`src/rtl/btb_update_ctrl.sv`:
```
// BTB update controller: buffers EX-resolved branch updates in a coalescing queue and
// shares the single BTB write port with cfg preload writes, using a bounded cfg burst.
module btb_update_ctrl #(
  parameter int INDEX_WIDTH = 6,
  parameter int QDEPTH      = 4,
  parameter int CFG_BURST   = 4,
  localparam int TW         = 30 - INDEX_WIDTH
) (
  input  logic                   clk_i,
  input  logic                   rst_i,
  input  logic                   ex_req_i,
  input  logic [31:0]            ex_pc_i,
  input  logic [31:0]            ex_target_i,
  input  logic                   ex_taken_i,
  input  logic                   ex_hit_i,
  input  logic                   ex_mispred_i,
  output logic                   ex_ready_o,
  input  logic                   cfg_req_i,
  input  logic [31:0]            cfg_pc_i,
  input  logic [31:0]            cfg_target_i,
  input  logic                   cfg_taken_i,
  output logic                   cfg_ready_o,
  input  logic                   flush_i,
  output logic                   btb_wren_o,
  output logic [INDEX_WIDTH-1:0] btb_wr_index_o,
  output logic [TW-1:0]          btb_wr_tag_o,
  output logic [31:0]            btb_wr_target_o,
  output logic                   btb_br_taken_o,
  output logic                   busy_o,
  output logic [15:0]            wr_cnt_o
);
  localparam int PW = (QDEPTH > 1) ? $clog2(QDEPTH) : 1;
  localparam int CW = PW + 1;
  localparam int BW = $clog2(CFG_BURST + 1);

  typedef struct packed {
    logic [INDEX_WIDTH-1:0] idx;
    logic [TW-1:0]          tag;
    logic [31:0]            tgt;
    logic                   tk;
  } ent_t;

  ent_t          q_mem [QDEPTH];
  logic [PW-1:0] wr_ptr, rd_ptr, newest;
  logic [CW-1:0] q_cnt;
  logic [BW-1:0] burst;
  logic          full, empty, cfg_gnt, q_gnt, enq, coal, push;
  ent_t          ex_ent, cfg_ent;

  logic unused_pc_lsb;
  assign unused_pc_lsb = ^{ex_pc_i[1:0], cfg_pc_i[1:0]};

  assign ex_ent  = '{idx: ex_pc_i[INDEX_WIDTH+1:2], tag: ex_pc_i[31:INDEX_WIDTH+2],
                     tgt: ex_target_i, tk: ex_taken_i};
  assign cfg_ent = '{idx: cfg_pc_i[INDEX_WIDTH+1:2], tag: cfg_pc_i[31:INDEX_WIDTH+2],
                     tgt: cfg_target_i, tk: cfg_taken_i};

  assign full        = (q_cnt == CW'(QDEPTH));
  assign empty       = (q_cnt == '0);
  assign ex_ready_o  = !full;
  assign cfg_gnt     = cfg_req_i && (burst < BW'(CFG_BURST));
  assign cfg_ready_o = cfg_gnt && !rst_i;
  // A flush discards whatever would be granted from the queue this cycle.
  assign q_gnt       = !cfg_gnt && !empty && !flush_i;
  assign busy_o      = !empty || btb_wren_o;

  // Correct predictions (hit and not mispredicted) are accepted but never queued.
  assign enq    = ex_req_i && !full && (ex_mispred_i || !ex_hit_i) && !flush_i;
  assign newest = wr_ptr - PW'(1);
  // Coalescing is only safe when the newest entry survives this cycle's pop.
  assign coal   = enq && !empty && !(q_gnt && q_cnt == CW'(1)) &&
                  (q_mem[newest].idx == ex_ent.idx);
  assign push   = enq && !coal;

  always_ff @(posedge clk_i) begin
    if (push)      q_mem[wr_ptr] <= ex_ent;
    else if (coal) q_mem[newest] <= ex_ent;
  end

  always_ff @(posedge clk_i or posedge rst_i) begin
    if (rst_i) begin
      wr_ptr          <= '0;
      rd_ptr          <= '0;
      q_cnt           <= '0;
      burst           <= '0;
      btb_wren_o      <= 1'b0;
      btb_wr_index_o  <= '0;
      btb_wr_tag_o    <= '0;
      btb_wr_target_o <= '0;
      btb_br_taken_o  <= 1'b0;
      wr_cnt_o        <= '0;
    end else begin
      btb_wren_o <= cfg_gnt || q_gnt;
      if (cfg_gnt)
        {btb_wr_index_o, btb_wr_tag_o, btb_wr_target_o, btb_br_taken_o} <= cfg_ent;
      else if (q_gnt)
        {btb_wr_index_o, btb_wr_tag_o, btb_wr_target_o, btb_br_taken_o} <= q_mem[rd_ptr];
      if ((cfg_gnt || q_gnt) && wr_cnt_o != 16'hFFFF)
        wr_cnt_o <= wr_cnt_o + 16'd1;

      // Burst only accumulates while cfg is starving a non-empty queue.
      if (flush_i || empty)  burst <= '0;
      else if (cfg_gnt)      burst <= burst + BW'(1);
      else                   burst <= '0;

      if (flush_i) begin
        wr_ptr <= '0;
        rd_ptr <= '0;
        q_cnt  <= '0;
      end else begin
        if (q_gnt) rd_ptr <= rd_ptr + PW'(1);
        if (push)  wr_ptr <= wr_ptr + PW'(1);
        q_cnt <= q_cnt + CW'(push) - CW'(q_gnt);
      end
    end
  end
endmodule
```
`config.mk`:
```
export PLATFORM = sky130hd
export DESIGN_NAME = btb_update_ctrl
export DESIGN_NICKNAME = d
export VERILOG_FILES = /design/src/rtl/btb_update_ctrl.sv
export SDC_FILE = /design/constraint.sdc
export NUM_CORES = 1
export LEC_CHECK = 0
export BUFFER_PORTS_ARGS = -buffer_cell sky130_fd_sc_hd__buf_4
export CAP_MARGIN = 20
export CORE_MARGIN = 8
export CORE_UTILIZATION = 60
export DETAILED_ROUTE_END_ITERATION = 8
export GPL_ROUTABILITY_DRIVEN = 1
export PLACE_DENSITY = 0.81
export REMOVE_ABC_BUFFERS = 1
export SYNTH_ARGS = -nofsm -noshare
export SYNTH_HDL_FRONTEND = slang
export SYNTH_SLANG_ARGS = --single-unit
export TNS_END_PERCENT = 30
```
`constraint.sdc`:
```
create_clock -name clk_i -period 22.4 [get_ports clk_i]
set_clock_uncertainty 0.2 [all_clocks]
set_input_delay 3.36 -clock clk_i [delete_from_list [all_inputs] [get_ports clk_i]]
set_output_delay 3.36 -clock clk_i [all_outputs]
set_load 0.005 [all_outputs]
```
==> flow_summary.ini, run 1 <==
[run_status]
status = completed

[worst_setup_path]
critical_path_arrival_ps = 3780
r2r_cells = 7
r2r-start = wr_ptr[1]
crit_fanout = 3
reg2reg_slack_ps = 18020
cp-start-kind = input pin
worst_r2r_endpoint = q_mem[3][25]
cp-end-kind = output port
critical_path_class = input pin to output port
cp.required_ps = 18840

[finish]
final_common_cell = edfxtp_1
fin_cells = 1292
nNetsFinal = 1122
nFillCells = 1318
drive_gt1_share_pct = 35.9
antennaDiodeCount = 0
final_cell_mix = edfxtp_1, buf_4, dfrtp_1
area_delta_synth_final_pct = 23.2

[placement]
place_inst = 1228
gp_congestion = 0.766
pre_cts_ws_ps = 15070
io_buffers = 215
dp_hpwl_um = 17700

[sta]
max_clock_freq_mhz = 136
holdWs_ps = 252
fin_crit_sh_pct = 32.8
rsz0062_at_grt = false
worstMarginPinSlew_ps = 958
setup_viol = 0
slew_violations = 0
fin_crit_ps = 7340
fin_setup_tns_ps = 0
layout_setup_ws_ps = 15060
max-slew-margin-rel_pct = 35.6
hold_viol = 0

[synthesis]
netlist_instances = 756
seq_area_frac_synth_pct = 72.7
netlist_area_um2 = 13500
yosysUniqueCellTypes = 35
async_reset_ff_share_pct = 26.3
ys_ff_latch = 342
yosys_warnings = 0
yosys_most_used_dff = edfxtp_1
syn_avg_cell_area_um2 = 17.9
synth_edf_count = 252

[grt]
grt_pass1_wl_um = 44600
grt_use_total_pct = 20.5
grt_max_degree = 86
antenna_found_initial = 1
grt_pass1_vias = 8141
grt_remaining_overflow = 0

[floorplan]
io_pins = 220
start_util_pct = 60.4
die_area_um2 = 27600
design.core.area_um2 = 22400
die_width_um = 166
die_h_um = 166
row_count = 55

[detailed_routing]
drt_wl_total_um = 28100
first_iter_violations = 581
final_antenna_net_count = 0
vias = 7344
route.met3.wl_um = 2180
top_layer_used = met5
first_pass_iters = 5
vias_per_cell = 5.68
met1Wirelength_um = 11400
wl_met2_um = 14200
drc = 0
routedWlPerCell_um = 21.8

[clock_network]
clk_latency_ps = 500
cts_hold_buf = 0
clock_sinks = 342
cts_root_buf = clkbuf_16
clockBufferDepth = 3
cts_buffers = 35
htreeDepth = 2
clkTransAtPathRegs_ps = 60
ctsResizeCount = 0
cts_tree = built
post-cts-setup-buffers = 0

[flow_run]
drv_cap = 0

[hold_path]
hold_path_class = register to register
min_to = burst[0]
min_path_cells = 1
hold_start = burst[0]

[power_and_ir_drop]
p_per_area_nw_per_um2 = 101
irDropWorstVdd_mv = 0.0735
leakage_nw = 6.16
==> cells in the mapped netlist (4+ instances only) <==
| library cell | instances | share of area [%] |
|---|---|---|
| edfxtp_1 | 252 | 56 |
| dfrtp_1 | 90 | 17 |
| nand2_1 | 77 | 2.1 |
| mux2i_1 | 69 | 5.1 |
| mux4_2 | 65 | 11 |
| o21ai_0 | 64 | 2.4 |
| clkbuf_1 | 26 | 0.72 |
| xnor2_1 | 17 | 1.1 |
| nor2_1 | 12 | 0.33 |
| xor2_1 | 11 | 0.71 |
| buf_1 | 6 | 0.17 |
| buf_2 | 6 | 0.22 |
| inv_1 | 6 | 0.17 |
| nand2b_1 | 6 | 0.28 |
| nand3_1 | 6 | 0.22 |
| nor2b_1 | 6 | 0.28 |
| nor3_1 | 5 | 0.19 |
| and3_1 | 4 | 0.19 |
| ha_1 | 4 | 0.37 |
| nor4_1 | 4 | 0.19 |
==> registers in the layout, indices dropped and copies added, names as in the netlist, 2 cells and up <==
signal,flops
btb_wr_target_o,32
btb_wr_index_o,6
q_cnt,3
wr_ptr,2
btb_wr_tag_o,24
q_mem,252
wr_cnt_o,16
burst,3
rd_ptr,2
==> final cells by class <==
cell class / count / area, um2 / share of cell area (%)
inverters: 6 / 25.0 / 0.150
clock buffers: 43 / 967 / 5.81
repair buffers: 226 / 1700 / 10.2
multi-input cells: 369 / 3540 / 21.3
clock inverters: 21 / 228 / 1.37
well taps: 285 / 357 / 2.14
flip-flops and latches: 342 / 9820 / 59.1
==> metrics by stage <==
stage                     total power (W)  utilization [%]  cell area (um2)
after detailed placement          0.00111             69.0            15400
final                             0.00169             74.4            16600
after CTS                         0.00170             74.4            16600
after floorplan                  0.000997                -            13300
after global placement            0.00110             69.0            15400
after global routing              0.00176             74.4            16600
==> power by group <==
part	leakage [nW]	internal, W	switching [W]
registers	3.39	0.000736	0.0000414
logic	2.18	0.000174	0.000144
clock network	0.593	0.000356	0.000236
total	6.16	0.00127	0.000421
==> layer usage <==
layer  GRT usage [%]  vias up
met5               0        -
met4            4.31        2
met3            6.61       31
met2            35.3      213
met1            25.1     3733
li1                -     3365
==> worst max-delay path, stage by stage <==
cell and delay (ps):
buf_4 110, nand2b_1 110, nor2_1 60, buf_4 130
==> kinds of logic after synthesis <==
| logic type | after synthesis | synth area share (%) |
|---|---|---|
| AOI/OAI and AO/OA | 72 | 2.96 |
| adders and majority gates | 5 | 0.519 |
| DFF | 342 | 72.7 |
| muxes | 137 | 16.4 |
| buffers and inverters | 45 | 1.36 |
| xor gates and xnor gates | 28 | 1.82 |
| and+or+nand+nor | 127 | 4.17 |
==> worst max-delay path by stage <==
stage	from	endpoint	slack [ps]	cells after the start
finish	cfg_req_i	cfg_ready_o	15060	4
global route	cfg_req_i	cfg_ready_o	15030	4
CTS	cfg_req_i	cfg_ready_o	15050	4
detailed placement	cfg_req_i	cfg_ready_o	15070	4
global placement	cfg_req_i	cfg_ready_o	15080	4
floorplan	cfg_req_i	q_mem[2][0]	9090	6
Power figures use the tool's default switching activity.
==> inputs of run 2 (changes only) <==
Settings changed: CORE_UTILIZATION 60 to 51, PLACE_DENSITY 0.81 to 0.73.
Clock period 22.4 ns to 6.1 ns, I/O delays scaled along.
==> run 2 against run 1 <==
Against the previous run: sequential power increased to 3.7 times the previous value; flip-flop and latch count is the same; setup slack worse by 13000 ps; die area grew 16%; register-to-register slack worse by 16000 ps; total power rose to 3.6 times the previous value; clock power grew to 3.4 times the previous value; hold slack got worse by 4.8 ps; critical path depth increased by 3.
==> flow_summary.ini, run 2 (synthesized netlist as in run 1, its figures left out) <==
[sta]
fin_crit_sh_pct = 65.4
slew_violations = 0
hold_viol = 0
max-slew-margin-rel_pct = 32.2
setup_viol = 0
holdWs_ps = 248
rsz0062_at_grt = false
max_clock_freq_mhz = 251
fin_crit_ps = 3990
worstMarginPinSlew_ps = 1020

[finish]
post-route-util_pct = 63.9
top_register = q_mem
final_cell_mix = edfxtp_1, buf_4, dfrtp_1
area_delta_synth_final_pct = 23.4
top_regs = q_mem: 252 flops, btb_wr_target_o: 32 flops, btb_wr_tag_o: 24 flops
drive_gt1_share_pct = 34.7
antennaDiodeCount = 0
largest_reg_flops = 252
nNetsFinal = 1125
final_common_cell = edfxtp_1

[clock_network]
clkTransAtPathRegs_ps = 60
cts_buffers = 36
clk_latency_ps = 510
ctsResizeCount = 0
cts_root_buf = clkbuf_16
clock_sinks = 342
post-cts-setup-buffers = 0
cts_hold_buf = 0
htreeDepth = 2
cts_tree = built
clockBufferDepth = 3

[detailed_routing]
routedWlPerCell_um = 19.9
vias_per_cell = 5.35
first_pass_iters = 4
vias = 7202
drc = 0
first_iter_violations = 425
final_antenna_net_count = 0
drt_wl_total_um = 26800

[worst_setup_path]
worst_r2r_endpoint = q_mem[1][28]
cp.required_ps = 6090
worstSetupPathDepth = 7
critical_path_arrival_ps = 3980
crit_fanout = 19
critical_path_class = register to register
path_cells = mux4_2, xnor2_1, o211ai_1, a2111oi_4, mux2i_1, nor2b_4, buf_4
slowest_delay_ps = 770
reg2reg_slack_ps = 2110
cp-start-kind = register
r2r_cells = 7
critPathBufInv = 1
path_delay_family = multiplexers
cp-end-kind = register
r2r-start = wr_ptr[1]
slowest_stage = dfrtp_1

[floorplan]
die_width_um = 179
design.core.area_um2 = 26100
row_count = 59
io_pins = 220
die_h_um = 179
die_area_um2 = 31900
start_util_pct = 51.8

[hold_path]
hold_path_class = register to register
min_path_cells = 1
min_to = burst[0]
hold_start = burst[0]

[placement]
gp_congestion = 0.818
dp_hpwl_um = 17000
io_buffers = 215

[grt]
grt_max_degree = 88
grt_remaining_overflow = 0
grt_pass1_vias = 7779
grt_pass1_wl_um = 41700
antenna_found_initial = 0
grt_use_total_pct = 16.7

[power_and_ir_drop]
p_per_area_nw_per_um2 = 362
leakage_nw = 6.12
irDropWorstVdd_mv = 0.258

[run_status]
status = completed

[flow_run]
drv_cap = 0
==> run 2: layer usage <==
layer	up-vias	GRT usage, %	wire [um]
met1	3579	22.4	11600
met4	0	3.82	314
li1	3375	-	-
met2	222	26.4	12600
met3	26	5.41	2270
met5	-	0	0
==> run 2: power by group <==
group / switching [W] / internal (W) / total (W)
registers: 0.000169 / 0.00270 / 0.00287
clock network: 0.000829 / 0.00120 / 0.00203
logic: 0.000492 / 0.000641 / 0.00113
total: 0.00149 / 0.00454 / 0.00603
==> run 2: worst max-delay path by stage <==
stage	slack, ps	startpoint	to
final	2110	wr_ptr[1]	q_mem[1][28]
after global routing	1890	wr_ptr[1]	q_mem[1][17]
after CTS	2030	wr_ptr[1]	q_mem[1][13]
after detailed placement	2060	ex_hit_i	q_mem[1][54]
after global placement	2100	wr_ptr[1]	q_mem[1][13]
after floorplan	-4760	cfg_req_i	q_mem[2][0]
==> run 2: layout make-up <==
cell class / instances / area [um2]
fillers: 1833 / 9400
repair buffers: 228 / 1740
clock inverters: 7 / 42.5
well taps: 335 / 419
inverters: 6 / 25.0
flip-flops and latches: 342 / 9830
clock buffers: 59 / 1070
multi-input cells: 369 / 3540
==> run 2: stage by stage <==
step                area, um2  TNS, ps  cells  power (W)  worst slack (ps)
floorplan               13300  -955310    717    0.00366             -4760
global placement        15500        0   1280    0.00406              2100
detailed placement      15500        0   1280    0.00408              2060
CTS                     16700        0   1346    0.00612              2030
global route            16700        0   1346    0.00631              1890
finish                  16700        0   1346    0.00603              2110
